[src/rtl/mod_updown_counter.sv]
// mod_updown_counter: modulo-N up/down counter with LS163 controls, load clamp and registered wrap pulse.
// Define UDCNT_SATURATE_EN to hold at the terminal count instead of wrapping.
module mod_updown_counter #(
   parameter int WIDTH   = 4,
   parameter int MODULUS = 16
) (
   input  logic             clk,
   input  logic             reset,
   input  logic             clear_n,
   input  logic             load_n,
   input  logic             ent,
   input  logic             enp,
   input  logic             up,
   input  logic [WIDTH-1:0] din,
   output logic [WIDTH-1:0] q,
   output logic             rco,
   output logic             wrap
);
   if (WIDTH < 1 || WIDTH > 32 || MODULUS < 2 || longint'(MODULUS) > (longint'(1) << WIDTH)) begin : g_bad_param
      $error("mod_updown_counter: MODULUS must be 2..2**WIDTH and WIDTH 1..32");
   end
   localparam logic [WIDTH:0] MAXV = (WIDTH+1)'(MODULUS - 1);
   logic [WIDTH:0]   qx, inc, dec;
   logic [WIDTH-1:0] q_nxt, ld;
   logic             at_term, wrap_nxt;
   assign qx      = {1'b0, q};
   assign inc     = qx + 1'b1;
   assign dec     = qx - 1'b1;
   assign at_term = up ? (qx == MAXV) : (q == '0);
   assign rco     = ent && at_term;
   assign ld      = ({1'b0, din} > MAXV) ? MAXV[WIDTH-1:0] : din;
   always_comb begin
      q_nxt    = q;
      wrap_nxt = 1'b0;
      if (!clear_n) q_nxt = '0;
      else if (!load_n) q_nxt = ld;
      else if (ent && enp) begin
`ifdef UDCNT_SATURATE_EN
         q_nxt = at_term ? q : (up ? inc[WIDTH-1:0] : dec[WIDTH-1:0]);
`else
         q_nxt    = at_term ? (up ? '0 : MAXV[WIDTH-1:0]) : (up ? inc[WIDTH-1:0] : dec[WIDTH-1:0]);
         wrap_nxt = at_term;
`endif
      end
   end
   always_ff @(posedge clk) begin
      if (reset) begin
         q    <= '0;
         wrap <= 1'b0;
      end else begin
         q    <= q_nxt;
         wrap <= wrap_nxt;
      end
   end
endmodule

[config.mk]
export PLATFORM = sky130hd
export DESIGN_NAME = mod_updown_counter
export DESIGN_NICKNAME = d
export VERILOG_FILES = /design/src/rtl/mod_updown_counter.sv
export SDC_FILE = /design/constraint.sdc
export NUM_CORES = 1
export LEC_CHECK = 0
export CORE_AREA = 3 3 40 42
export CTS_BUF_LIST = sky130_fd_sc_hd__clkbuf_2 sky130_fd_sc_hd__clkbuf_4 sky130_fd_sc_hd__clkbuf_8
export DETAILED_ROUTE_END_ITERATION = 10
export DIE_AREA = 0 0 43 45
export SYNTH_ARGS = -nofsm -noshare
export SYNTH_HDL_FRONTEND = slang
export SYNTH_SLANG_ARGS = --single-unit
[constraint.sdc]
create_clock -name clk -period 2.4 [get_ports clk]
set_clock_uncertainty 0.1 [all_clocks]
set_input_delay 0.48 -clock clk [delete_from_list [all_inputs] [get_ports clk]]
set_output_delay 0.48 -clock clk [all_outputs]
set_load 0.02 [all_outputs]
* Word-level counts from Yosys, hierarchy flattened
Cells that the tools add are included.
** Operators by class
- Reduce and logical (&&, ||, !) cells :: 5
- Bitwise operators :: 3
- $add $sub $neg :: 2
- Equal/unequal tests :: 2
- Mux-type cells :: 6
** Operator list (count)
- 2-to-1 mux 4 bit :: 5
- adder 4 x 1 -> 4 bit (second input constant) :: 1
- == test 4 bit (second input constant) :: 1
- logical NOT 4 bit :: 1
- OR reduction 4 bit :: 1
- subtractor 4 x 1 -> 4 bit (second input constant) :: 1
- NOT 1 bit :: 3
- logical AND 1 bit :: 2
- != test 2 x 1 -> 1 bit (second input constant) :: 1
- OR reduction 2 bit :: 1
- 2-to-1 mux 1 bit :: 1
** Word-level totals
- Flip-flop bits (word level) :: 5
- Output and inout bits :: 6
- Logic and storage cells :: 20
- Input bits :: 11

* Longest topological paths before layout
- Depth after elaboration :: 5
- Mapped depth :: 6
- Gate-level depth less buffers :: 6

* Worst setup path after synthesis
Ideal clock, no wire load.
- Path kind :: register to output
- Start :: reg q[0]
- End :: out rco
- Path buffers :: 0
- Required time :: 1.820 ns
- Slack :: 0.514 ns
- Stages on the path, launching flop included :: 5
- Data arrival time :: 1.306 ns
- Cell sequence :: dfxtp_1 > or4_4 > nor2_4 > o21ai_1 > inv_1
** On the way
- Longest elaborated chain between the ends :: 3
- Elaborated cells between the ends (all ways) :: 4
- Those cells by class :: eq/ne: 1; mux: 1; reduce/logical: 2
** Ends and longest elaborated chain
- start: declaration :: line 15 : output logic [WIDTH-1:0] q,
- start signal: assignment :: line 51 : q <= q_nxt;
- == test 4 bit or logical NOT 4 bit (tied branches) :: line 29 : assign at_term = up ? (qx == MAXV) : (q == '0);
- 2-to-1 mux 1 bit (*) :: line 29
- logical AND 1 bit (*) :: line 30 : assign rco = ent && at_term;
- end: declaration :: line 16 : output logic rco,
Mark *: on every way between the ends. The rest lies on a longest branch, timed or not.

* Worst setup path after layout
- Start :: reg q[2]
- End :: out rco
Same word-level chain as after synthesis.

==> flow_summary.toml <==
[synth]
yosys-top-cells-count = "dfxtp_1 (5), a211oi_1 (3), a21oi_1 (3), nor2_1 (3), xor2_1 (3)"
synth_compound_area_frac = 0.286
synth_edf_count = 0
synthDistinctLibCells = 23
yosysWarnings = 0
synth_xor_area_frac = 0.0900
synth-seq-area-share = 0.257
synth.cell_area_um2 = 389
yosysTopAreaCell = "dfxtp_1"
synth_top_area_frac = 0.257
synth_flop_cell = "dfxtp_1"
yosysMostFrequentCell = "dfxtp_1"
synth_adder_area_share = 0.116
synth_top_family_by_area = "compound AO/OA/AOI/OAI gates"
syn-num-nets = 58
async_flop_share = 0
avgSynthCellArea_um2 = 8.84
ys_ff_latch = 5
synth-simple-area-share = 0.222
syn_inst = 44
synth.area.top_cells = "dfxtp_1 (26%), a2111oi_2 (7.7%), xor2_1 (6.8%)"
synth.area.mux_share = 0

[sta]
post-route-period-util = 0.865
period_needed_ns = 2.08
slew_violations = 0
fmax_mhz = 482
holdWs_ns = 0.635
finalSetupViolCount = 0
setup_tns_ns = 0
slew_headroom = 0.745
rsz0062_at_grt = "no"
tightest_slew_ns = 0.381
hold_viol = 0

[finish]
nNetsFinal = 86
drive_gt1_frac = 0.268
postLayoutCellArea_um2 = 658
syn2layout_area_growth_pct = 69.1
antenna_cells = 0

[global_routing]
grt_pass1_wl_um = 1700
first_global_vias = 386
grt_max_degree = 12
grtUsageTotal = 0.125
grt.overflow.total = 0
antenna_found_initial = 0

[pwr]
switching_power_uw = 84.0
power_frac_seq = 0.299
irDropWorstVdd_v = 0.000214
leakage_nw = 0.296
p_int_uw = 217
pwr-share-clk = 0.369
finalPower_uw = 301
power_density_nw_per_um2 = 457
pwr-share-comb = 0.333
swShare = 0.280

[cts]
worst_skew_pair.late_latency_ns = 0.25
root_buffer = "clkbuf_4"
htree_num_levels = 1
clock_sinks = 5
clock_path_buffers = 2
path_clk_slew_ns = 0.04
cts_buffers = 3
tritoncts = "built"

[die]
io_pins = 17
initial_core_util = 0.303
die_w_um = 43
die-area_um2 = 1940
coreArea_um2 = 1280
fp-row-count = 13
fp.dieH_um = 45

[drt]
drt-initial-drc-count = 9
drc_errors = 0
firstDrtPassIters = 4
wire_per_inst_um = 12.6
vias = 422
drtAntennaViolNets = 0
vias_per_cell = 4.91
wl_um = 1080

[critical_path]
crit_path_end_kind = "output port"
criticalPathCategory = "reg2out"
worst_ep_required_time_ns = 1.82
crit_path_start_kind = "flip-flop"
cp_max_fo = 2
worstPathArrival_ns = 1.50

[worst_hold_path]
hp-class = "reg2reg"

[placed_design]
dpl_cell_area_um2 = 617
gp_congestion = 0.777
dp_hpwl_um = 847
portBuffers = 16

[job]
maxCapViolCount = 0

[status]
status = "finished, final reports clean"
==> worst max-delay path, cell delays in order, from the launching register on <==
cell and delay [ns]:
dfxtp_1 0.31, or4_4 0.55, nor2_4 0.14, o21ai_2 0.07
inv_1 0.05, buf_4 0.13
==> flip-flops by register name (all words and copies together) (netlist names) <==
name	cells
wrap	1
q	4
==> area by class of cell <==
type                            instances  area [um^2]
Inverter                                2         7.51
Fill cell                             130          627
Multi-Input combinational cell         36          282
Timing Repair Buffer                   24          220
Tap cell                               15         18.8
Clock buffer                            4         30.0
Sequential cell                         5          100
==> cells by family (layout without fill, tap and decap cells) <==
logic type | Yosys count | after routing
AOI/OAI and AO/OA | 14 | 14
and+or+nand+nor | 15 | 15
buffers and inverters | 3 | 30
xor gates and xnor gates | 4 | 4
DFF | 5 | 5
adders and majority gates | 3 | 3
==> power groups by stage <==
stage / logic (mW) / clock network (mW) / registers (mW)
2_1_floorplan: 0.0402 / 0 / 0.0999
3_5_place_dp: 0.0971 / 0 / 0.0913
5_1_grt: 0.110 / 0.121 / 0.0898
3_3_place_gp: 0.0958 / 0 / 0.0910
6_report: 0.100 / 0.111 / 0.0897
4_1_cts: 0.0962 / 0.116 / 0.0898
==> metrics by stage <==
step,worst slack [ns],utilization,std cells
finish,0.325,0.512,86
floorplan,0.514,-,44
detailed placement,-0.360,0.480,81
global route,0.228,0.512,86
CTS,0.0803,0.500,85
global placement,-0.344,0.480,81
==> worst paths after layout <==
| check | start | endpoint | slack (ns) | cells after the start |
|---|---|---|---|---|
| worst max register to register | q[2] | q[2] | 0.62 | 6 |
| worst max-delay path | q[2] | rco | 0.32 | 5 |
| worst min-delay path | q[0] | q[0] | 0.63 | 3 |
| worst min register to register | q[0] | q[0] | 0.63 | 3 |
==> routing by layer <==
metal  vias to the layer above  share of wire  global-route usage
li1                        219              -                   -
met1                       186           0.47               0.165
met5                         -              0                   0
met3                         2          0.061              0.0319
met2                        15           0.45               0.162
met4                         0          0.018               0.120
==> placed cells by master (no fill, tap or decap), types with 2 or more instances in the layout <==
cell type        instances
nand3_1                  2
a211oi_1                 3
nand2_1                  2
o22ai_1                  2
nor2_1                   3
buf_4                    9
and3_1                   2
a2111oi_2                2
ha_1                     2
inv_1                    2
clkbuf_4                 4
a21oi_1                  3
nor3_1                   2
xor2_1                   3
clkdlybuf4s50_1         14
dfxtp_1                  5
nand2b_1                 2
==> what timing repair did <==
| action | in CTS | in global routing |
|---|---|---|
| resized for setup | 4 | 3 |
| pin swaps | 0 | 2 |
| setup endpoints to repair | 1 | 1 |
| buffers inserted | 0 | 1 |
| endpoints found under the hold margin | 0 | 0 |
| hold buffers | 0 | 0 |
Note: power is estimated with default switching activity, not from simulation.
